`src/rtl/imm_ext_ctrl_if.sv`:
```
// Handshake bundle for imm_ext_ctrl: instruction in, extended immediate out,
// plus flush and the debug delivery counter.
interface imm_ext_ctrl_if;
  logic        flush_i;
  logic        in_valid_i;
  logic        in_ready_o;
  logic [31:0] instr_i;
  logic        out_valid_o;
  logic        out_ready_i;
  logic [31:0] imm_o;
  logic [2:0]  mode_o;
  logic [15:0] cnt_o;

  modport slave (
    input  flush_i, in_valid_i, instr_i, out_ready_i,
    output in_ready_o, out_valid_o, imm_o, mode_o, cnt_o
  );

  modport master (
    output flush_i, in_valid_i, instr_i, out_ready_i,
    input  in_ready_o, out_valid_o, imm_o, mode_o, cnt_o
  );
endinterface

```
`src/rtl/imm_ext_ctrl.sv`:
```
// Registered immediate-extension controller with a two-entry skid buffer.
// Optional macro IMM_BRANCH_SHIFT_EN turns branch immediates into byte offsets.
module imm_ext_ctrl (
  input  logic            clk_i,
  input  logic            rst_i,
  imm_ext_ctrl_if.slave   bus
);

  localparam logic [2:0] MODE_NONE   = 3'd0;
  localparam logic [2:0] MODE_SIGN   = 3'd1;
  localparam logic [2:0] MODE_ZERO   = 3'd2;
  localparam logic [2:0] MODE_UPPER  = 3'd3;
  localparam logic [2:0] MODE_BRANCH = 3'd4;

  // Returns {mode, imm} for one instruction word.
  function automatic logic [34:0] decode(input logic [31:0] instr);
    logic [15:0] imm;
    logic [34:0] res;
    imm = instr[15:0];
    case (instr[31:26])
      6'b001000, 6'b001010, 6'b100011, 6'b101011:
        res = {MODE_SIGN, {16{imm[15]}}, imm};
      6'b001100, 6'b001101:
        res = {MODE_ZERO, 16'h0000, imm};
      6'b001111:
        res = {MODE_UPPER, imm, 16'h0000};
      6'b000100, 6'b000101:
`ifdef IMM_BRANCH_SHIFT_EN
        res = {MODE_BRANCH, {14{imm[15]}}, imm, 2'b00};
`else
        res = {MODE_BRANCH, {16{imm[15]}}, imm};
`endif
      default:
        res = {MODE_NONE, 32'h0000_0000};
    endcase
    return res;
  endfunction

  logic        out_valid_r, out_valid_s;
  logic [31:0] out_imm_r,   out_imm_s;
  logic [2:0]  out_mode_r,  out_mode_s;
  logic        skid_valid_r, skid_valid_s;
  logic [31:0] skid_imm_r,  skid_imm_s;
  logic [2:0]  skid_mode_r, skid_mode_s;
  logic        in_ready_r,  in_ready_s;
  logic [15:0] cnt_r,       cnt_s;
  logic [34:0] dec_s;
  logic        accept_s;
  logic        fire_s;

  // Next-state logic for the output/skid pair and the delivery counter.
  always_comb begin
    dec_s        = decode(bus.instr_i);
    accept_s     = bus.in_valid_i && in_ready_r;
    fire_s       = out_valid_r && bus.out_ready_i;
    out_valid_s  = out_valid_r;
    out_imm_s    = out_imm_r;
    out_mode_s   = out_mode_r;
    skid_valid_s = skid_valid_r;
    skid_imm_s   = skid_imm_r;
    skid_mode_s  = skid_mode_r;

    if (bus.flush_i) begin
      out_valid_s  = 1'b0;
      skid_valid_s = 1'b0;
    end else if (!out_valid_r || fire_s) begin
      if (skid_valid_r) begin
        out_valid_s  = 1'b1;
        out_imm_s    = skid_imm_r;
        out_mode_s   = skid_mode_r;
        skid_valid_s = accept_s;
        if (accept_s) begin
          skid_imm_s  = dec_s[31:0];
          skid_mode_s = dec_s[34:32];
        end else begin
          skid_imm_s  = skid_imm_r;
          skid_mode_s = skid_mode_r;
        end
      end else begin
        out_valid_s  = accept_s;
        skid_valid_s = 1'b0;
        if (accept_s) begin
          out_imm_s  = dec_s[31:0];
          out_mode_s = dec_s[34:32];
        end else begin
          out_imm_s  = out_imm_r;
          out_mode_s = out_mode_r;
        end
      end
    end else begin
      // Output is stalled; accept is only possible while the skid is empty.
      if (accept_s) begin
        skid_valid_s = 1'b1;
        skid_imm_s   = dec_s[31:0];
        skid_mode_s  = dec_s[34:32];
      end else begin
        skid_valid_s = skid_valid_r;
      end
    end

    in_ready_s = !skid_valid_s;

    if (!bus.flush_i && fire_s && (cnt_r != 16'hFFFF)) begin
      cnt_s = cnt_r + 16'd1;
    end else begin
      cnt_s = cnt_r;
    end
  end

  // State registers.
  always_ff @(posedge clk_i or posedge rst_i) begin
    if (rst_i) begin
      out_valid_r  <= 1'b0;
      out_imm_r    <= 32'h0000_0000;
      out_mode_r   <= MODE_NONE;
      skid_valid_r <= 1'b0;
      skid_imm_r   <= 32'h0000_0000;
      skid_mode_r  <= MODE_NONE;
      in_ready_r   <= 1'b1;
      cnt_r        <= 16'h0000;
    end else begin
      out_valid_r  <= out_valid_s;
      out_imm_r    <= out_imm_s;
      out_mode_r   <= out_mode_s;
      skid_valid_r <= skid_valid_s;
      skid_imm_r   <= skid_imm_s;
      skid_mode_r  <= skid_mode_s;
      in_ready_r   <= in_ready_s;
      cnt_r        <= cnt_s;
    end
  end

  assign bus.in_ready_o  = in_ready_r;
  assign bus.out_valid_o = out_valid_r;
  assign bus.imm_o       = out_imm_r;
  assign bus.mode_o      = out_mode_r;
  assign bus.cnt_o       = cnt_r;

endmodule

```
`src/flat_wrapper.sv`:
```
// flat-port wrapper written by rule: the top's interface ports become plain ports
module imm_ext_ctrl_flat 
  (clk_i, rst_i, bus_flush_i, bus_in_valid_i, bus_instr_i, bus_out_ready_i, bus_in_ready_o, bus_out_valid_o, bus_imm_o, bus_mode_o, bus_cnt_o);
  imm_ext_ctrl_if bus_i ();
  input  logic clk_i;
  input  logic rst_i;
  input wire logic [$bits(bus_i.flush_i)-1:0] bus_flush_i;
  input wire logic [$bits(bus_i.in_valid_i)-1:0] bus_in_valid_i;
  input wire logic [$bits(bus_i.instr_i)-1:0] bus_instr_i;
  input wire logic [$bits(bus_i.out_ready_i)-1:0] bus_out_ready_i;
  output wire logic [$bits(bus_i.in_ready_o)-1:0] bus_in_ready_o;
  output wire logic [$bits(bus_i.out_valid_o)-1:0] bus_out_valid_o;
  output wire logic [$bits(bus_i.imm_o)-1:0] bus_imm_o;
  output wire logic [$bits(bus_i.mode_o)-1:0] bus_mode_o;
  output wire logic [$bits(bus_i.cnt_o)-1:0] bus_cnt_o;
  assign bus_i.flush_i = bus_flush_i;
  assign bus_i.in_valid_i = bus_in_valid_i;
  assign bus_i.instr_i = bus_instr_i;
  assign bus_i.out_ready_i = bus_out_ready_i;
  assign bus_in_ready_o = bus_i.in_ready_o;
  assign bus_out_valid_o = bus_i.out_valid_o;
  assign bus_imm_o = bus_i.imm_o;
  assign bus_mode_o = bus_i.mode_o;
  assign bus_cnt_o = bus_i.cnt_o;
  imm_ext_ctrl u_core (.clk_i(clk_i), .rst_i(rst_i), .bus(bus_i));
endmodule
```
`config.mk`:
```
export PLATFORM = sky130hd
export DESIGN_NAME = imm_ext_ctrl_flat
export DESIGN_NICKNAME = d
export VERILOG_FILES = /design/src/rtl/imm_ext_ctrl_if.sv /design/src/rtl/imm_ext_ctrl.sv /design/src/flat_wrapper.sv
export SDC_FILE = /design/constraint.sdc
export NUM_CORES = 1
export LEC_CHECK = 0
export BUFFER_PORTS_ARGS = -buffer_cell sky130_fd_sc_hd__buf_4
export CAP_MARGIN = 20
export CORE_MARGIN = 1
export CORE_UTILIZATION = 49
export CTS_CLUSTER_DIAMETER = 80
export DETAILED_ROUTE_END_ITERATION = 10
export GPL_ROUTABILITY_DRIVEN = 0
export PLACE_DENSITY = 0.84
export SYNTH_ARGS = -nofsm -noshare
export SYNTH_HDL_FRONTEND = slang
export SYNTH_SLANG_ARGS = --single-unit
```
`constraint.sdc`:
```
create_clock -name clk_i -period 2.75 [get_ports clk_i]
set_clock_uncertainty 0.05 [all_clocks]
set_input_delay 0.55 -clock clk_i [delete_from_list [all_inputs] [get_ports clk_i]]
set_output_delay 0.55 -clock clk_i [all_outputs]
set_load 0.05 [all_outputs]
```
==> metrics <==
slew margin rel. 47.62%; Buffers on Ports 79; vias in the first global route 3432; largest net degree at the start of global routing 36; first-pass detailed-route iteration total 5; syn_nets 444; kind of critical path flip-flop to flip-flop; top post-synthesis cells by area dfrtp_1 (53%), a31oi_1 (7.2%), nand2_1 (4.1%); DR WL/cell 17.80 microns; clock power share 25.1%; R2R cell count 5; switching pwr 0.001354 W; core box area 0.008217 sq mm; #FFs+latches synth 89; EDFF count, synth 0; final setup violation count 0; clk sinks 89; slowest CP cell dfstp_2; vias post-DR 3599; root buf cell clkbuf_8; CP Launch Point u_core.bus.in_ready_o; top_reg_cell synth dfrtp_1; hold slack 285.9 ps; Die Area 0.008886 sq mm; gr ovfl total 0; syn avg cell area 10.27 sq um; die height 94.27 microns; TNS Setup 0 ps; WP depth 5; most frequent cells in the layout buf_4 (95), dfrtp_1 (88), a31oi_1 (48), nand2_1 (46), nor2_1 (37); antenna violations before repair 0; worst path buffer plus inverter count 1; Critical Path End Type flip-flop; fmax 507.0 MHz; Multi-input gate area 0.001765 sq mm; Post-synth ARST share 100.0%; Syn-to-layout area delta 22.05%; Final Cycle Share 71.73%; Reg-to-Reg Start u_core.bus.in_ready_o; vias per std cell 6.079; mapped cell area 0.004172 sq mm; RSZ-0062 raised after global routing no; Post-Syn Instances 406; GRT Util Overall 25.17%; Netlist cell types 51; hold_buf cts 0; chip width 94.27 microns; TritonCTS clock tree yes; antenna fix cells 0; drt first-iter violations 241; total power 0.003700 W; first-pass GRT wire length 17130 microns; sequential area share after synthesis 53.42%; CTS clk-pin slew, worst paths 90 ps; critical path arrival 2200 ps; VDD IR max 0.3870 mV; crit start category flip-flop; critical path's top delay family compound AO/OA/AOI/OAI gates; HP Class input port to async pin; sequential share of power 45.4%; fillers 666; Slew @ Worst Pin 784.0 ps; WP data required 2970 ps; Comb pwr share 29.4%; Final Max Slew Viols 0; layout net count 520; Switching Share 36.59%; sequential cell area 0.002228 sq mm; PostCTS Resize Cnt 0; Core Util, Final 61.96%; # Post-CTS Setup Buffers 0; Critical Path, Cell by Cell nand2_1 > a211oi_4 > buf_4 > nor2_1 > a31oi_1; DRC violations left 0; Yosys warnings 0; minimum clock period 1972 ps; internal power 0.002346 W; Post-Route WL 10540 microns; post-synth top area cell dfrtp_1; worst reg-to-reg setup slack 780 ps; worst skew pair latency 360 ps; Num CTS Buffers 9; post-route ant nets 0; Clock Tree Buf Depth 2; Synth top area share 52.79%; leakage 2.252 nW; Final Hold Vio Count 0; DPL Wire Length 7235 microns; outcome complete, no violations; # IOs 90; Initial Utilization 50.77%; PwrDens 726.7 mW/mm^2; most common cell after layout, fill and taps aside buf_4; row count 33; CP max FO 26; htree depth 3; fraction of layout cells with a size suffix above 1 26.08%; Reg-to-Reg End u_core.skid_imm_r[22]; total of max-cap violations 0; Worst path max stage delay 540 ps
-- sequential cells by signal, summed over array words and instances, names as in the netlist --
name / cells
u_core.bus.cnt_o: 16
u_core.bus.out_valid_o: 1
u_core.skid_mode_r: 3
u_core.bus.imm_o: 32
u_core.skid_imm_r: 32
u_core.bus.in_ready_o: 1
u_core.bus.mode_o: 3
u_core.skid_valid_r: 1
-- power by group through the flow --
stage	clock network (W)	registers, W	logic, W
after floorplan	0	0.00210	0.000311
after global placement	0	0.00168	0.00107
after detailed placement	0	0.00170	0.00109
after CTS	0.000942	0.00168	0.00109
after global routing	0.000997	0.00170	0.00116
final	0.000930	0.00168	0.00109
-- kinds of logic (layout without fill, tap and decap cells) --
group / after synthesis / after routing / share of synthesized area (%)
AOI/OAI and AO/OA: 117 / 117 / 20.43
xor gates and xnor gates: 15 / 15 / 3.149
adders and majority gates: 1 / 1 / 0.2999
buffers and inverters: 37 / 118 / 4.739
DFF: 89 / 89 / 53.42
muxes: 1 / 1 / 0.2699
and+or+nand+nor: 146 / 146 / 17.70
-- Yosys cell counts (2+ instances only) --
library cell	count
nand4_1	5
nor4_1	20
and4_1	2
a31oi_1	48
or3b_2	2
clkbuf_1	14
and2b_1	2
o211ai_1	7
o21bai_1	16
nor2b_1	2
nor3_1	8
nand2b_1	3
a21oi_1	4
xor2_1	15
nand2_1	46
o2111ai_1	11
and2_1	3
buf_6	3
buf_2	10
nand3_1	6
nand3b_1	2
o21ai_0	7
inv_1	5
a22o_1	15
dfrtp_1	88
nor2_1	37
-- through the flow --
step | cell area [sq um] | cells | setup WS, ps
final | 5091 | 592 | 777.6
after global routing | 5091 | 592 | 647.4
after CTS | 5091 | 592 | 787.5
after detailed placement | 4885 | 576 | 584.9
after global placement | 4885 | 576 | 635.0
after floorplan | 4175 | 406 | 650.2
-- metal layers --
metal	GRT usage [%]	share of wire, %
met1	33.30	41
met5	0	0
met3	5.178	6.9
met2	41.36	51
met4	7.821	1.3
-- how the worst max path moves through the flow --
stage / endpoint / slack (ps)
after global placement: u_core.bus.imm_o[10] / 640
after detailed placement: u_core.bus.imm_o[28] / 580
after CTS: u_core.skid_imm_r[22] / 790
after global routing: u_core.skid_imm_r[17] / 650
after floorplan: u_core.bus.cnt_o[5] / 650
final: u_core.skid_imm_r[22] / 780
-- final cells by class --
type	instances	area share, %
repair buffers	96	14.40
clock buffers	12	3.047
inverters	6	0.5161
clock inverters	4	1.008
well taps	105	2.580
multi-input cells	280	34.68
flip-flops and latches	89	43.77
-- worst register-to-register path, stage by stage, from the launching register on --
cell and delay (ps):
dfstp_2 540, nand2_1 220, a211oi_4 490, buf_4 360, nor2_1 80, a31oi_1 160
No activity file was read; power rests on OpenSTA's default activity.
